==> src/rtl/shift_add_multiplier_if.sv <==
// Operand-load / control / result bundle for shift_add_multiplier.
// The master side (operand entry logic) drives loads, Run and Signed;
// the slave side (the multiplier) returns the product halves and status.
interface shift_add_multiplier_if #(
    parameter int WIDTH = 8
);
    logic             LoadA;
    logic             LoadB;
    logic             Run;
    logic             Signed;
    logic [WIDTH-1:0] Din;
    logic [WIDTH-1:0] Aval;
    logic [WIDTH-1:0] Bval;
    logic             X;
    logic             Busy;
    logic             Done;
    logic [2:0]       State;

    modport master (
        output LoadA, LoadB, Run, Signed, Din,
        input  Aval, Bval, X, Busy, Done, State
    );

    modport slave (
        input  LoadA, LoadB, Run, Signed, Din,
        output Aval, Bval, X, Busy, Done, State
    );
endinterface

==> src/rtl/shift_add_multiplier.sv <==
// Sequential shift-add multiplier: FSM, iteration counter and {X, A, B}
// datapath. One ADD/SHIFT pair per multiplier bit, product in {A, B}.
// Optional feature macro: MULT_SIGNED_EN -- when defined the Signed input
// selects two's-complement operation; when undefined every run is unsigned.
module shift_add_multiplier #(
    parameter int WIDTH = 8
) (
    input  logic                     Clk,
    input  logic                     Reset,
    shift_add_multiplier_if.slave    bus
);
    localparam int CW = (WIDTH > 2) ? $clog2(WIDTH) : 1;
    localparam logic [CW-1:0] LAST = CW'(WIDTH - 1);

    typedef enum logic [2:0] {
        IDLE  = 3'd0,
        CLEAR = 3'd1,
        ADD   = 3'd2,
        SHIFT = 3'd3,
        DONE  = 3'd4
    } state_t;

    state_t           state_q, state_d;
    logic [WIDTH-1:0] a_q, b_q, m_q;
    logic             x_q;
    logic [CW-1:0]    cnt_q;
    logic             mode_q;   // 1 = signed run, latched in CLEAR

    logic             last;
    logic [WIDTH:0]   a_ext, m_ext, sum;

    assign last = (cnt_q == LAST);

    // Sign- or zero-extend A and M; the final signed iteration subtracts
    // because the multiplier's top bit carries negative weight.
    always_comb begin
        a_ext = mode_q ? {a_q[WIDTH-1], a_q} : {1'b0, a_q};
        m_ext = mode_q ? {m_q[WIDTH-1], m_q} : {1'b0, m_q};
        sum   = (mode_q && last) ? (a_ext - m_ext) : (a_ext + m_ext);
    end

    // State register.
    always_ff @(posedge Clk) begin
        if (Reset) state_q <= IDLE;
        else       state_q <= state_d;
    end

    // Next-state: counter-driven ADD/SHIFT loop; DONE waits for Run to drop.
    always_comb begin
        state_d = state_q;
        case (state_q)
            IDLE:    if (bus.Run) state_d = CLEAR;
            CLEAR:   state_d = ADD;
            ADD:     state_d = SHIFT;
            SHIFT:   state_d = last ? DONE : ADD;
            DONE:    if (!bus.Run) state_d = IDLE;
            default: state_d = IDLE;
        endcase
    end

    // Datapath: operand loads when idle/done, accumulate and shift while busy.
    always_ff @(posedge Clk) begin
        if (Reset) begin
            a_q    <= '0;
            b_q    <= '0;
            m_q    <= '0;
            x_q    <= 1'b0;
            cnt_q  <= '0;
            mode_q <= 1'b0;
        end else begin
            case (state_q)
                IDLE, DONE: begin
                    if (bus.LoadA) m_q <= bus.Din;
                    if (bus.LoadB) begin
                        b_q <= bus.Din;
                        a_q <= '0;
                        x_q <= 1'b0;
                    end
                end
                CLEAR: begin
                    a_q   <= '0;
                    x_q   <= 1'b0;
                    cnt_q <= '0;
`ifdef MULT_SIGNED_EN
                    mode_q <= bus.Signed;
`else
                    mode_q <= 1'b0;
`endif
                end
                ADD: begin
                    if (b_q[0]) begin
                        a_q <= sum[WIDTH-1:0];
                        x_q <= sum[WIDTH];
                    end
                end
                SHIFT: begin
                    a_q <= {x_q, a_q[WIDTH-1:1]};
                    b_q <= {a_q[0], b_q[WIDTH-1:1]};
                    // Signed keeps X as the replicated sign; unsigned drains it.
                    if (!mode_q) x_q <= 1'b0;
                    if (!last)   cnt_q <= cnt_q + 1'b1;
                end
                default: ;
            endcase
        end
    end

`ifndef MULT_SIGNED_EN
    logic unused_signed;
    assign unused_signed = bus.Signed;
`endif

    assign bus.Aval  = a_q;
    assign bus.Bval  = b_q;
    assign bus.X     = x_q;
    assign bus.Busy  = (state_q == CLEAR) || (state_q == ADD) || (state_q == SHIFT);
    assign bus.Done  = (state_q == DONE);
    assign bus.State = state_q;
endmodule

==> src/flat_wrapper.sv <==
// flat-port wrapper written by rule: the top's interface ports become plain ports
module shift_add_multiplier_flat 
#(
    parameter int WIDTH = 8
)
  (Clk, Reset, bus_LoadA, bus_LoadB, bus_Run, bus_Signed, bus_Din, bus_Aval, bus_Bval, bus_X, bus_Busy, bus_Done, bus_State);
  shift_add_multiplier_if #(.WIDTH(WIDTH)) bus_i ();
  input  logic Clk;
  input  logic Reset;
  input wire logic [$bits(bus_i.LoadA)-1:0] bus_LoadA;
  input wire logic [$bits(bus_i.LoadB)-1:0] bus_LoadB;
  input wire logic [$bits(bus_i.Run)-1:0] bus_Run;
  input wire logic [$bits(bus_i.Signed)-1:0] bus_Signed;
  input wire logic [$bits(bus_i.Din)-1:0] bus_Din;
  output wire logic [$bits(bus_i.Aval)-1:0] bus_Aval;
  output wire logic [$bits(bus_i.Bval)-1:0] bus_Bval;
  output wire logic [$bits(bus_i.X)-1:0] bus_X;
  output wire logic [$bits(bus_i.Busy)-1:0] bus_Busy;
  output wire logic [$bits(bus_i.Done)-1:0] bus_Done;
  output wire logic [$bits(bus_i.State)-1:0] bus_State;
  assign bus_i.LoadA = bus_LoadA;
  assign bus_i.LoadB = bus_LoadB;
  assign bus_i.Run = bus_Run;
  assign bus_i.Signed = bus_Signed;
  assign bus_i.Din = bus_Din;
  assign bus_Aval = bus_i.Aval;
  assign bus_Bval = bus_i.Bval;
  assign bus_X = bus_i.X;
  assign bus_Busy = bus_i.Busy;
  assign bus_Done = bus_i.Done;
  assign bus_State = bus_i.State;
  shift_add_multiplier #(.WIDTH(WIDTH)) u_core (.Clk(Clk), .Reset(Reset), .bus(bus_i));
endmodule
==> config.mk <==
export PLATFORM = sky130hd
export DESIGN_NAME = shift_add_multiplier_flat
export DESIGN_NICKNAME = d
export VERILOG_FILES = /design/src/rtl/shift_add_multiplier_if.sv /design/src/rtl/shift_add_multiplier.sv /design/src/flat_wrapper.sv
export SDC_FILE = /design/constraint.sdc
export NUM_CORES = 1
export LEC_CHECK = 0
export CORE_ASPECT_RATIO = 1.4
export CORE_MARGIN = 4
export CORE_UTILIZATION = 30
export DETAILED_ROUTE_END_ITERATION = 8
export GPL_TIMING_DRIVEN = 1
export PLACE_DENSITY = 0.53
export RECOVER_POWER = 50
export SLEW_MARGIN = 10
export SYNTH_ARGS = -nofsm -noshare
export SYNTH_HDL_FRONTEND = slang
export SYNTH_SLANG_ARGS = --single-unit
==> constraint.sdc <==
create_clock -name Clk -period 7.4 [get_ports Clk]
set_clock_uncertainty 0.2 [all_clocks]
set_input_delay 1.48 -clock Clk [delete_from_list [all_inputs] [get_ports Clk]]
set_output_delay 1.48 -clock Clk [all_outputs]
set_load 0.02 [all_outputs]
==> metrics.csv <==
stage,metric,value,unit
outcome,status,"finished, final reports clean",
clock_network,"CTS clk-pin slew, worst paths",0.07,ns
clock_network,CTS tree,done,
synthesis,Adder-Cell Fraction of Synth Area,0.0810,
drt,Vias/cell,5.33,
clock_network,Clock Latency Late Sink,0.29,ns
synthesis,Mapped Nets,244,
place,post-placement cell area,2150,um^2
drt,via count,1696,
sta,Worst Max-Slew Pin Slew,1.44,ns
synthesis,Syn Area/Cell,8.18,um^2
power,worst vdd ir,0.110,mV
global_routing,first-pass GRT wire length,8.24,mm
synthesis,Synth Area in Compound Gates,0.237,
setup_path,R2R setup slack,4.83,ns
cells_and_area,Final #Nets,272,
floorplan,initial core utilization,0.308,
synthesis,Post-Synth XOR/XNOR Area,0.00489,
cells_and_area,Layout fillers,632,
drt,drt first pass iters,4,
setup_path,R2R Path End,u_core.bus.Aval[4]$_SDFFE_PP0P_,
clock_network,clk sink count,31,
sta,Period minus WS final,3.83,ns
clock_network,H-tree depth,2,
place,placer congestion estimate,0.832,
sta,Fmax achieved,261,MHz
floorplan,Die H,99.4,um
floorplan,Die ar.,7290,um^2
synthesis,Synth async-reset ratio,0,
worst_hold_path,HP Start,u_core.cnt_q[1]$_SDFFE_PP0P_,
cells_and_area,most frequent cells in the layout,"nand2_1, dfxtp_1, clkdlybuf4s50_1, nor2_1, a21oi_1",
synthesis,largest family of logic cells by synthesized area,simple AND/OR/NAND/NOR gates,
synthesis,#FFs+latches synth,31,
floorplan,I/O pin total,36,
cells_and_area,layout cells sized above 1,0.0484,
place,hpwl dp,3.56,mm
synthesis,number of unique standard cell types used by synthesis,48,
place,port bufs,34,
global_routing,initial antenna violation count,0,
floorplan,Core Rows,33,
place,placed insts,310,
drt,Routed Antenna Nets,0,
global_routing,largest net degree at the start of global routing,32,
cells_and_area,final instance area,2250,um^2
worst_hold_path,WHS Endpoint,u_core.cnt_q[1]$_SDFFE_PP0P_,
synthesis,Yosys top cell area share,0.346,
cells_and_area,"most common cell after layout, fill and taps aside",nand2_1,
drt,routed len/inst,15.2,um
drt,final wirelength,4.83,mm
floorplan,die width,73.3,um
power,Lkg Pwr,0.860,nW
setup_path,CP Class,input port to flip-flop,
clock_network,setup repair bufs after CTS,0,
sta,RSZ-0062 raised after global routing,false,
drt,initial drt markers,111,
cells_and_area,fin cells,318,
setup_path,CP Launch Type,input port,
clock_network,clock tree buffer depth,2,
power,Power Dens Cells,191,nW/um^2
synthesis,post-synthesis mux area share,0.0112,
sta,Final Max Tran Viols,0,
cells_and_area,n_diodes,0,
sta,final setup fails,0,
global_routing,Total GRT Usage,0.145,
global_routing,Overflow after GRT,0,
sta,Final WS setup,3.57,ns
setup_path,RR Startpoint,u_core.bus.Aval[0]$_SDFFE_PP0P_,
sta,Tcrit/Tclk final,0.518,
floorplan,core footprint,5820,um^2
clock_network,Root Driver,clkbuf_8,
synthesis,Post-synth EDFFs,0,
sta,Slew HR,0.0378,
setup_path,Crit. End Element,flip-flop,
synthesis,cell taking the most area after synthesis,dfxtp_1,
setup_path,reg2reg path depth,6,
worst_hold_path,worst min path class,flip-flop to flip-flop,
clock_network,cts repair resizes,0,
power,total power,0.000428,W
synthesis,"Seq/Total Area, Yosys",0.346,
place,post-place setup slack,3.92,ns
clock_network,# hold bufs at CTS,0,
cells_and_area,Area Growth Syn to Fin,25.4,%
global_routing,vias in the first global route,1710,
sta,Sum Neg Setup Slack,0,ns
setup_path,CP required,7.32,ns
setup_path,critical path data arrival time,3.75,ns
synthesis,post-synthesis cell area,1790,um^2
synthesis,Synth area leaders,"dfxtp_1, nand2_1, ha_1",
cells_and_area,register area,621,um^2
setup_path,CP Max Fanout,31,
run,Max Cap Violations,0,
clock_network,TritonCTS buffer count,5,
synthesis,simple-gate share of the synthesized area,0.269,
cells_and_area,area of the multi-input gates,1080,um^2
worst_hold_path,Hold Crit Depth,2,
drt,number of remaining DRC errors,0,
synthesis,Mapped Cells,219,
synthesis,Main synth FF type,dfxtp_1,
sta,"Hold Vio Cnt, Final",0,
synthesis,Ys Warns,0,
flip-flops by register name, summed over array words and instances (netlist names):
| name | count |
|---|---|
| u_core.bus.Aval | 8 |
| u_core.bus.Bval | 8 |
| u_core.m_q | 8 |
| u_core.bus.State | 3 |
| u_core.cnt_q | 3 |
| u_core.bus.X | 1 |
cells by family after synthesis:
group / count (synthesis)
XOR/XNOR: 1
multiplexers: 2
AND/OR/NAND/NOR: 97
buffers and inverters: 17
adder cells (fa/ha/maj): 11
AO/OA/AOI/OAI: 60
flip-flops: 31
final cells by class:
class                      count  area share
tap                           70      0.0390
multi-input combinational    171       0.481
clock inverter                 1     0.00334
sequential                    31       0.276
timing repair buffer          35       0.153
inverter                       3     0.00501
clock buffer                   7      0.0429
routing by layer:
layer | GRT usage | routed length [um] | vias up
met5 | 0 | 0 | -
met4 | 0.0669 | 110 | 0
met3 | 0.0303 | 211 | 9
met2 | 0.241 | 2390 | 42
met1 | 0.175 | 2120 | 787
li1 | - | - | 858
worst max-delay path by stage:
stage	from	cells past startpoint	end
6_report	Reset	6	u_core.bus.Aval[7]$_SDFFE_PP0P_
3_3_place_gp	bus_LoadB	5	u_core.bus.Aval[5]$_SDFFE_PP0P_
3_5_place_dp	bus_LoadB	5	u_core.bus.Aval[3]$_SDFFE_PP0P_
4_1_cts	u_core.bus.State[1]$_SDFFE_PP0P_	3	bus_Busy
2_1_floorplan	u_core.bus.State[2]$_SDFFE_PP0P_	3	bus_Done
5_1_grt	Reset	6	u_core.bus.Aval[7]$_SDFFE_PP0P_
power by group:
group          total [W]  internal [W]  leakage, nW  switching [W]
clock network   0.000154     0.0000846       0.0505      0.0000697
logic          0.0000855     0.0000362        0.556      0.0000492
registers       0.000188      0.000177        0.254      0.0000112
total           0.000428      0.000298        0.860       0.000130
cells in the mapped netlist (all sizes together), types with 2 or more instances:
cell type,number
a211oi,3
a21o,3
a21oi,17
a221oi,3
a222oi,2
a22oi,2
a311oi,9
and2,3
buf,9
clkbuf,5
dfxtp,31
ha,10
inv,3
mux2i,2
nand2,44
nand2b,4
nand3,5
nand3b,3
nand4,2
nor2,20
nor3,3
nor3b,4
nor4,2
o211ai,2
o21a,3
o21ai,4
o21bai,3
o22ai,2
or3b,2
stage by stage:
step | hold WS, ns | utilization
after floorplan | 0.236 | -
after global routing | 0.292 | 0.386
after detailed placement | 0.250 | 0.369
after global placement | 0.245 | 0.369
final | 0.253 | 0.386
after CTS | 0.260 | 0.387
worst max-delay path, stage by stage:
cell,delay [ns]
dlygate4sd3_1,0.52
clkbuf_1,1.05
inv_1,0.35
nand2_1,0.17
a2111o_1,0.11
o211ai_1,0.07
(Power assumes the default switching activity.)
